### src/rtl/levenshtein_pkg.sv
// Shared types and constants for the Levenshtein accelerator memory subsystem.
// The arbiter state doubles as the one-hot grant vector.
package levenshtein_pkg;

  typedef enum logic [1:0] {
    IDLE = 2'b00,
    OWN0 = 2'b01,
    OWN1 = 2'b10
  } arb_state_t;

  localparam int PORT_HOST   = 0;
  localparam int PORT_ENGINE = 1;
  localparam int NUM_PORTS   = 2;

endpackage

### src/rtl/wb_timeout_counter.sv
// Wait-state counter for a single Wishbone transfer; flags when the count
// reaches the programmed limit (a limit of zero never expires).
module wb_timeout_counter #(
  parameter int WIDTH = 8
) (
  input  logic             clk_i,
  input  logic             rst_i,
  input  logic             clr_i,
  input  logic             en_i,
  input  logic [WIDTH-1:0] limit_i,
  output logic             expired_o,
  output logic [WIDTH-1:0] count_o
);

  logic [WIDTH-1:0] count_reg;

  always_ff @(posedge clk_i) begin
    if (rst_i || clr_i) begin
      count_reg <= '0;
    end else if (en_i) begin
      count_reg <= count_reg + WIDTH'(1);
    end
  end

  assign count_o   = count_reg;
  assign expired_o = (limit_i != '0) && (count_reg == limit_i);

endmodule

### src/rtl/wb_mem_arbiter.sv
// Two-master round-robin Wishbone arbiter in front of the external memory,
// with a per-transfer timeout and quarantine of masters that saw err/rty.
module wb_mem_arbiter
  import levenshtein_pkg::*;
#(
  parameter int ADDR_WIDTH     = 24,
  parameter int TIMEOUT_CYCLES = 255,
  parameter int TIMEOUT_WIDTH  = 8
) (
  input  logic                  clk_i,
  input  logic                  rst_i,
  input  logic                  wbs0_cyc_i,
  input  logic                  wbs0_stb_i,
  input  logic                  wbs0_we_i,
  input  logic [ADDR_WIDTH-1:0] wbs0_adr_i,
  input  logic [7:0]            wbs0_dat_i,
  output logic                  wbs0_ack_o,
  output logic                  wbs0_err_o,
  output logic                  wbs0_rty_o,
  output logic [7:0]            wbs0_dat_o,
  input  logic                  wbs1_cyc_i,
  input  logic                  wbs1_stb_i,
  input  logic                  wbs1_we_i,
  input  logic [ADDR_WIDTH-1:0] wbs1_adr_i,
  input  logic [7:0]            wbs1_dat_i,
  output logic                  wbs1_ack_o,
  output logic                  wbs1_err_o,
  output logic                  wbs1_rty_o,
  output logic [7:0]            wbs1_dat_o,
  output logic                  wbm_cyc_o,
  output logic                  wbm_stb_o,
  output logic                  wbm_we_o,
  output logic [ADDR_WIDTH-1:0] wbm_adr_o,
  output logic [7:0]            wbm_dat_o,
  input  logic                  wbm_ack_i,
  input  logic                  wbm_err_i,
  input  logic                  wbm_rty_i,
  input  logic [7:0]            wbm_dat_i,
  output logic [1:0]            grant_o
);

  arb_state_t             state_reg;
  logic [NUM_PORTS-1:0]   stale_reg, stale_next;
  logic                   rr_ptr_reg;
  logic [NUM_PORTS-1:0]   cyc_v, own_v, req_v, ack_v, err_v, rty_v;
  logic                   owned, own_sel, own_cyc, own_stb, own_we;
  logic [ADDR_WIDTH-1:0]  own_adr;
  logic [7:0]             own_dat;
  logic                   resp, quarantine, arb_valid, arb_port;
  logic                   tmo_clr, tmo_en, tmo_expired, tmo_fire;
  logic [TIMEOUT_WIDTH-1:0] tmo_count;

  assign cyc_v = {wbs1_cyc_i, wbs0_cyc_i};
  assign own_v = state_reg;
  assign owned = |own_v;
  assign own_sel = own_v[PORT_ENGINE];

  assign own_cyc = own_sel ? wbs1_cyc_i : wbs0_cyc_i;
  assign own_stb = own_sel ? wbs1_stb_i : wbs0_stb_i;
  assign own_we  = own_sel ? wbs1_we_i  : wbs0_we_i;
  assign own_adr = own_sel ? wbs1_adr_i : wbs0_adr_i;
  assign own_dat = own_sel ? wbs1_dat_i : wbs0_dat_i;

  assign resp = wbm_ack_i | wbm_err_i | wbm_rty_i;

  // The raw owner strobe drives the counter so the forced-low wbm_stb_o of the
  // firing cycle cannot feed back into its own enable.
  assign tmo_clr  = ~owned | resp;
  assign tmo_en   = owned & own_stb & ~resp & (tmo_count != '1);
  assign tmo_fire = owned & own_cyc & own_stb & ~resp & tmo_expired;

  wb_timeout_counter #(
    .WIDTH (TIMEOUT_WIDTH)
  ) u_timeout (
    .clk_i     (clk_i),
    .rst_i     (rst_i),
    .clr_i     (tmo_clr),
    .en_i      (tmo_en),
    .limit_i   (TIMEOUT_WIDTH'(TIMEOUT_CYCLES)),
    .expired_o (tmo_expired),
    .count_o   (tmo_count)
  );

  genvar gi;
  generate
    for (gi = 0; gi < NUM_PORTS; gi++) begin : g_port
      assign ack_v[gi] = own_v[gi] & wbm_ack_i;
      assign err_v[gi] = own_v[gi] & (wbm_err_i | tmo_fire);
      assign rty_v[gi] = own_v[gi] & wbm_rty_i;
      assign req_v[gi] = cyc_v[gi] & ~stale_reg[gi];
      assign stale_next[gi] = (err_v[gi] | rty_v[gi]) ? 1'b1 :
                              (cyc_v[gi] ? stale_reg[gi] : 1'b0);
    end
  endgenerate

  assign wbm_cyc_o = owned & own_cyc & ~tmo_fire;
  assign wbm_stb_o = owned & own_stb & ~tmo_fire;
  assign wbm_we_o  = owned & own_we;
  assign wbm_adr_o = owned ? own_adr : '0;
  assign wbm_dat_o = owned ? own_dat : '0;

  assign wbs0_ack_o = ack_v[PORT_HOST];
  assign wbs0_err_o = err_v[PORT_HOST];
  assign wbs0_rty_o = rty_v[PORT_HOST];
  assign wbs0_dat_o = own_v[PORT_HOST] ? wbm_dat_i : '0;
  assign wbs1_ack_o = ack_v[PORT_ENGINE];
  assign wbs1_err_o = err_v[PORT_ENGINE];
  assign wbs1_rty_o = rty_v[PORT_ENGINE];
  assign wbs1_dat_o = own_v[PORT_ENGINE] ? wbm_dat_i : '0;

  assign quarantine = |(err_v | rty_v);
  assign arb_valid  = |req_v;
  assign arb_port   = (req_v == 2'b11) ? rr_ptr_reg : req_v[PORT_ENGINE];

  // A released owner has cyc low, so its request bit is already clear and the
  // same arbitration covers both IDLE and the zero-gap hand-over.
  always_ff @(posedge clk_i) begin
    if (rst_i) begin
      state_reg  <= IDLE;
      stale_reg  <= '0;
      rr_ptr_reg <= 1'(PORT_HOST);
    end else begin
      stale_reg <= stale_next;
      if (quarantine) begin
        state_reg <= IDLE;
      end else if (state_reg == IDLE || !own_cyc) begin
        if (arb_valid) begin
          state_reg  <= arb_port ? OWN1 : OWN0;
          rr_ptr_reg <= ~arb_port;
        end else begin
          state_reg <= IDLE;
        end
      end
    end
  end

  assign grant_o = state_reg;

endmodule
### config.mk
export PLATFORM = sky130hd
export DESIGN_NAME = wb_mem_arbiter
export DESIGN_NICKNAME = d
export VERILOG_FILES = /design/src/rtl/levenshtein_pkg.sv /design/src/rtl/wb_timeout_counter.sv /design/src/rtl/wb_mem_arbiter.sv
export SDC_FILE = /design/constraint.sdc
export NUM_CORES = 1
export LEC_CHECK = 0
export ABC_CLOCK_PERIOD_IN_PS = 2200
export BUFFER_PORTS_ARGS = -buffer_cell sky130_fd_sc_hd__buf_2
export CORE_MARGIN = 2
export CORE_UTILIZATION = 35
export DETAILED_ROUTE_END_ITERATION = 10
export GPL_TIMING_DRIVEN = 0
export PLACE_DENSITY = 0.82
export SKIP_CTS_REPAIR_TIMING = 1
export SLEW_MARGIN = 20
export SYNTH_ARGS = -nofsm -noshare
export SYNTH_HDL_FRONTEND = slang
export SYNTH_HIERARCHICAL = 1
export SYNTH_SLANG_ARGS = --single-unit
### constraint.sdc
create_clock -name clk_i -period 2.2 [get_ports clk_i]
set_input_delay 0.22 -clock clk_i [delete_from_list [all_inputs] [get_ports clk_i]]
set_output_delay 0.22 -clock clk_i [all_outputs]
set_load 0.1 [all_outputs]
# Word level (Yosys, flattened, before mapping)
# Index checks and enable logic that the tools add are counted.
[totals] input_bits=83 latch_bits=0 wordCells=68 ramBits=0 output_inout_bits=59 mem_bits_ro=0 register_bits=13 n_memories=0
[op_classes] eq_ne=5 add_sub_neg=1 div_mod_pow=0 mul=0 n_mux=16 n_shift=0 reduce_logical=9 order_cmp=0 bitwise=32
[op_table] op="$mux W24" count=2
[op_table] op="$mux W8" count=4
[op_table] op="$and A1 B1 Y1" count=18
[op_table] op="$add A8 B1 Y8 const B" count=1
[op_table] op="$eq A8 B8 Y1 const B" count=1
[op_table] op="$mux W1" count=8
[op_table] op="$ne A8 B8 Y1 const B" count=1
[op_table] op="$not A1 Y1" count=7
[op_table] op="$or A1 B1 Y1" count=6
[op_table] op="$reduce_or A2 Y1" count=3
[op_table] op="$mux W2" count=2
[op_table] op="$ne A2 B1 Y1 const B" count=2
[op_table] op="$reduce_and A3 Y1" count=1
[op_table] op="$reduce_or A3 Y1" count=1
[op_table] op="$eq A2 B2 Y1 const B" count=1
[op_table] op="$logic_not A2 Y1" count=1
[op_table] op="$logic_or A1 B1 Y1" count=2
[op_table] op="$or A2 B2 Y2" count=1
[op_table] op="$logic_not A1 Y1" count=1

# Logic depth before layout (Yosys ltp)
[depth] depth_word=11 mapped_depth=9

# Hierarchy
# Netlist, hierarchy kept.
[modules_own_cells] module="wb_mem_arbiter" seq_area_each_um2=100.1 cells_each=117 instances=1 area_per_inst_um2=878.3
[modules_own_cells] module="wb_timeout_counter" seq_area_each_um2=160.2 cells_each=53 instances=1 area_per_inst_um2=452.9

# Worst setup path before layout
# Ideal clock, no wire load.
[synth_timing] path_kind="flip-flop to output port" startpoint="register state_reg[1] (netlist: grant_o[1])" endpoint="output port wbs0_err_o" slack_ns=-1.183 t_required_ns=1.980 n_path_buf=1 stages_incl_launch_ff=6 arrival_time_ns=3.163 cell_sequence="dfxtp_1 > buf_2 > nor2_4 > a2111oi_4 > nor2_1 > nor2b_1"
[synth_via] elab_chain_len=7 elab_cells_between_ends=9 classes_between="mux (2); bitwise (6); reduce/logical (1)"
[synth_rtl] item="start: declaration" line="wb_mem_arbiter.sv:42" rtl="arb_state_t state_reg;"
[synth_rtl] item="start signal: assignment" line="wb_mem_arbiter.sv:128" rtl="state_reg <= arb_port ? OWN1 : OWN0;"
[synth_rtl] item="$reduce_or A2 Y1 or $mux W1 (tied branches)" line="wb_mem_arbiter.sv:55, wb_mem_arbiter.sv:58"
[synth_rtl] item="$and A1 B1 Y1" line="wb_mem_arbiter.sv:70" rtl="assign tmo_fire = owned & own_cyc & own_stb & ~resp & tmo_expired;"
[synth_rtl] item="$and A1 B1 Y1 * (3 in a row)" line="wb_mem_arbiter.sv:70"
[synth_rtl] item="$or A1 B1 Y1 *" line="wb_mem_arbiter.sv:88" rtl="assign err_v[gi] = own_v[gi] & (wbm_err_i | tmo_fire);"
[synth_rtl] item="$and A1 B1 Y1 *" line="wb_mem_arbiter.sv:88"
[synth_rtl] item="end: declaration" line="wb_mem_arbiter.sv:18" rtl="output logic wbs0_err_o,"
# Every way passes the cells marked *; elsewhere a longest branch is shown, timed or not.

# Final worst setup path
[layout_timing] startpoint="register u_timeout.count_reg[1] (netlist: u_timeout/count_o[1])" endpoint="output port wbs1_err_o"
[layout_via] elab_chain_len=4
[layout_rtl] item="start: declaration" line="wb_timeout_counter.sv:15" rtl="logic [WIDTH-1:0] count_reg;"
[layout_rtl] item="start signal: assignment" line="wb_timeout_counter.sv:21" rtl="count_reg <= count_reg + WIDTH'(1);"
[layout_rtl] item="$eq A8 B8 Y1" line="wb_timeout_counter.sv:26" rtl="assign expired_o = (limit_i != '0) && (count_reg == limit_i);"
[layout_rtl] item="via tmo_expired" line="wb_mem_arbiter.sv:50" rtl="logic tmo_clr, tmo_en, tmo_expired, tmo_fire;"
[layout_rtl] item="$and A1 B1 Y1" line="wb_mem_arbiter.sv:70"
[layout_rtl] item="$or A1 B1 Y1" line="wb_mem_arbiter.sv:88"
[layout_rtl] item="$and A1 B1 Y1" line="wb_mem_arbiter.sv:88"
[layout_rtl] item="end: declaration" line="wb_mem_arbiter.sv:27" rtl="output logic wbs1_err_o,"
# The timed path passes the listed nets, and every way through them passes these cells.

==> run_results.csv <==
group,metric,value,unit
sta,fin_crit,2.35,ns
synthesis,yosysUniqueCellTypes,41,
power,power.leakage,1.30,nW
setup_path,cp-start-kind,"flop",
layout,multi_input_area,1150,µm²
setup_path,end_kind,"output port",
cts,numCtsBuffers,3,
status,status,"complete, but fails checks",
synthesis,synth_area,1330,µm²
power,p_int,0.653,mW
detailed_routing,drt_iter0_markers,46,
cts,cts_num_sinks,13,
power,p_comb_share,72.5,%
sta,slew_viol_final,0,
setup_path,crit_type,"reg -> out",
sta,fin_ws,-0.153,ns
global_route,grt_pass1_vias,1689,
setup_path,cp_slowest_cell,"dfxtp_4",
sta,fmax,0.425,GHz
layout,stdcell_count,378,
layout,largest_reg_flops,8,
floorplanning,dieArea,4310,µm²
power,netSwitchingFraction,61.5,%
status,violations,"setup timing",
placed_design,port_buffers,141,
power,max-vdd-ir-drop,0.000411,V
layout,layout-drive-gt1-share,67.0,%
cts,clk_latency,0.24,ns
setup_path,cp_data_arrival_time,2.13,ns
cts,cts_max_level,1,
global_route,grt_use_total,23.3,%
sta,finalCritPeriodShare,107,%
placed_design,dp_cells,371,
detailed_routing,routed_via_density,5.02,
cts,clock-root-buffer,"clkbuf_8",
setup_path,path_cells,"xor2_2, a2111oi_2, o211a_1, inv_2, a2111oi_4, buf_4, nor2_4, nor2b_4, buf_12",
cts,clk_pin_slew,0.06,ns
setup_path,critPathMaxStageDelay,0.36,ns
synthesis,synth_top_area_share,21.7,%
floorplanning,num_io_pins,142,
hold_path,hp-class,"in -> reg",
floorplanning,num_rows,22,
power,power.density,693,nW/µm²
layout,insertedDiodeCount,0,
floorplanning,die_h,65.7,µm
detailed_routing,totalWireLength,5.48,mm
global_route,grt_remaining_overflow,0,
setup_path,crit_required,1.98,ns
detailed_routing,ant_nets,0,
power,seqPwrFrac,15.0,%
flow_run,maxCapViolCount,0,
floorplanning,design.core.area,3660,µm²
detailed_routing,wl_per_cell,14.5,µm
sta,setup_viol,4,
detailed_routing,dr.pass1.iters,4,
global_route,grt_max_degree,11,
synthesis,synth_seq_cells,13,
layout,syn2layout_area_growth,83.9,%
placed_design,gp_congestion,0.875,
synthesis,synth_top_area_cell,"a22o_1",
global_route,antenna_found_initial,0,
detailed_routing,drc,0,
sta,finalHoldViolations,0,
sta,rsz0062_at_grt,"yes",
sta,fin_tns_setup,-0.519,ns
synthesis,syn_avg_cell_area,7.83,µm²
placed_design,dp_hpwl,4.38,mm
detailed_routing,vias,1899,
floorplanning,chipWidth,65.7,µm
sta,skew,0.00367,ns
layout,fin_nets,415,
synthesis,yosysSeqAreaShare,19.5,%
synthesis,yosys_warnings,6,
synthesis,syn_inst,170,
layout,fillers,301,
global_route,grt_pass1_wl,7.83,mm
setup_path,crit_fanout,5,
synthesis,synth_area_leaders,"a22o_1 (22%), dfxtp_1 (20%), and2_1 (9.4%), xor2_1 (6.6%), nor2_1 (3.7%)",
power,p_switching,1.04,mW
floorplanning,start_util,36.4,%
cts,cts_tree,"built",
cts,clockBufferDepth,2,
power,power_frac_clock,12.6,%
layout,seqCellArea,284,µm²
-- cells by family after synthesis --
group | Yosys count | synth area share, %
and+or+nand+nor | 66 | 29.1
AOI/OAI and AO/OA | 58 | 35.2
buffers and inverters | 17 | 5.36
DFF | 13 | 19.5
xor gates and xnor gates | 11 | 7.24
muxes | 3 | 2.35
adders and majority gates | 1 | 0.940
other | 1 | 0.282
-- placed cells by master (no fill, tap or decap), types with 2 or more instances in the layout --
cell type	instances
a21oi_1	9
a22o_1	3
a22o_2	30
a22oi_1	4
and2_1	10
and2_2	10
buf_12	4
buf_2	124
buf_4	5
clkbuf_1	6
clkbuf_2	2
clkbuf_4	18
clkbuf_8	3
conb_1	13
dfxtp_1	4
dfxtp_2	4
dfxtp_4	5
inv_1	2
mux2i_1	2
nand2_1	3
nand3_1	3
nand4_1	4
nor2_1	10
nor2_4	4
nor2b_4	2
nor3_1	4
nor4_1	2
o21ai_0	4
or2_2	2
or3_1	4
xor2_1	9
-- metal layers --
layer | global-route usage, % | routed length, µm | part of all wire, % | vias to the layer above
met2 | 39.6 | 2660 | 49 | 101
met5 | 0 | 0 | 0 | -
met1 | 29.0 | 2180 | 40 | 855
li1 | - | - | - | 938
met4 | 6.51 | 48 | 0.88 | 0
met3 | 5.65 | 585 | 11 | 5
-- Yosys cell counts --
cell        n
a22o_1     33
and2_1     20
dfxtp_1    13
nor2_1     13
xor2_1     10
a21oi_1     9
clkbuf_1    7
buf_2       6
a22oi_1     4
nand4_1     4
nor3_1      4
o21ai_0     4
or3_1       4
inv_1       3
nand2_1     3
nand3_1     3
nor2b_1     3
mux2i_1     2
nor4_1      2
or2_2       2
a2111oi_0   1
a2111oi_4   1
a21o_1      1
a311oi_1    1
and2b_1     1
and3_1      1
buf_1       1
conb_1      1
ha_1        1
mux2_2      1
nand2b_1    1
nand3b_2    1
nand4_2     1
nor2_4      1
o211a_1     1
o21ai_1     1
o21bai_1    1
o32ai_1     1
or2b_1      1
or3_4       1
xnor2_1     1
-- area by class of cell --
cell class	instances	area share [%]
repair buffers	145	34.3
clock buffers	4	1.84
multi-input cells	152	46.8
inverters	3	0.460
flip-flops and latches	13	11.6
plain buffers	13	2.50
well taps	48	2.45
-- final timing paths --
check                             from              endpoint  slack, ns  depth (start not counted)
setup / recovery  u_timeout/count_o[1]            wbs1_err_o      -0.15                          9
hold / removal                   rst_i            rr_ptr_reg       0.23                          2
setup reg to reg  u_timeout/count_o[1]            grant_o[0]       0.18                          9
hold reg to reg   u_timeout/count_o[7]  u_timeout/count_o[7]       0.52                          2
-- stage by stage --
stage               setup slack, ns  total power, mW  util, %  instance area (µm²)  hold WS (ns)
floorplan                   0.00615             1.24        -                 1490         0.289
global placement             -0.211             1.44     61.5                 2250         0.479
detailed placement           -0.249             1.44     61.5                 2250         0.480
CTS                          -0.517             1.66     62.7                 2300         0.217
global route                 -0.264             1.76     66.9                 2450         0.234
finish                       -0.153             1.70     66.9                 2450         0.228
-- critical path: cells and delay by family (launching register included) --
kind	cells	cell delay, ns
flip-flops	1	0.36
XOR/XNOR	1	0.06
AO/OA/AOI/OAI	3	0.86
buffers and inverters	3	0.42
AND/OR/NAND/NOR	2	0.18
-- power groups by stage --
stage	logic, mW	clock network, mW	registers, mW
2_1_floorplan	0.949	0	0.288
3_3_place_gp	1.17	0	0.262
3_5_place_dp	1.18	0	0.263
4_1_cts	1.18	0.221	0.257
5_1_grt	1.27	0.232	0.256
6_report	1.23	0.213	0.254
Power figures use the tool's default switching activity.
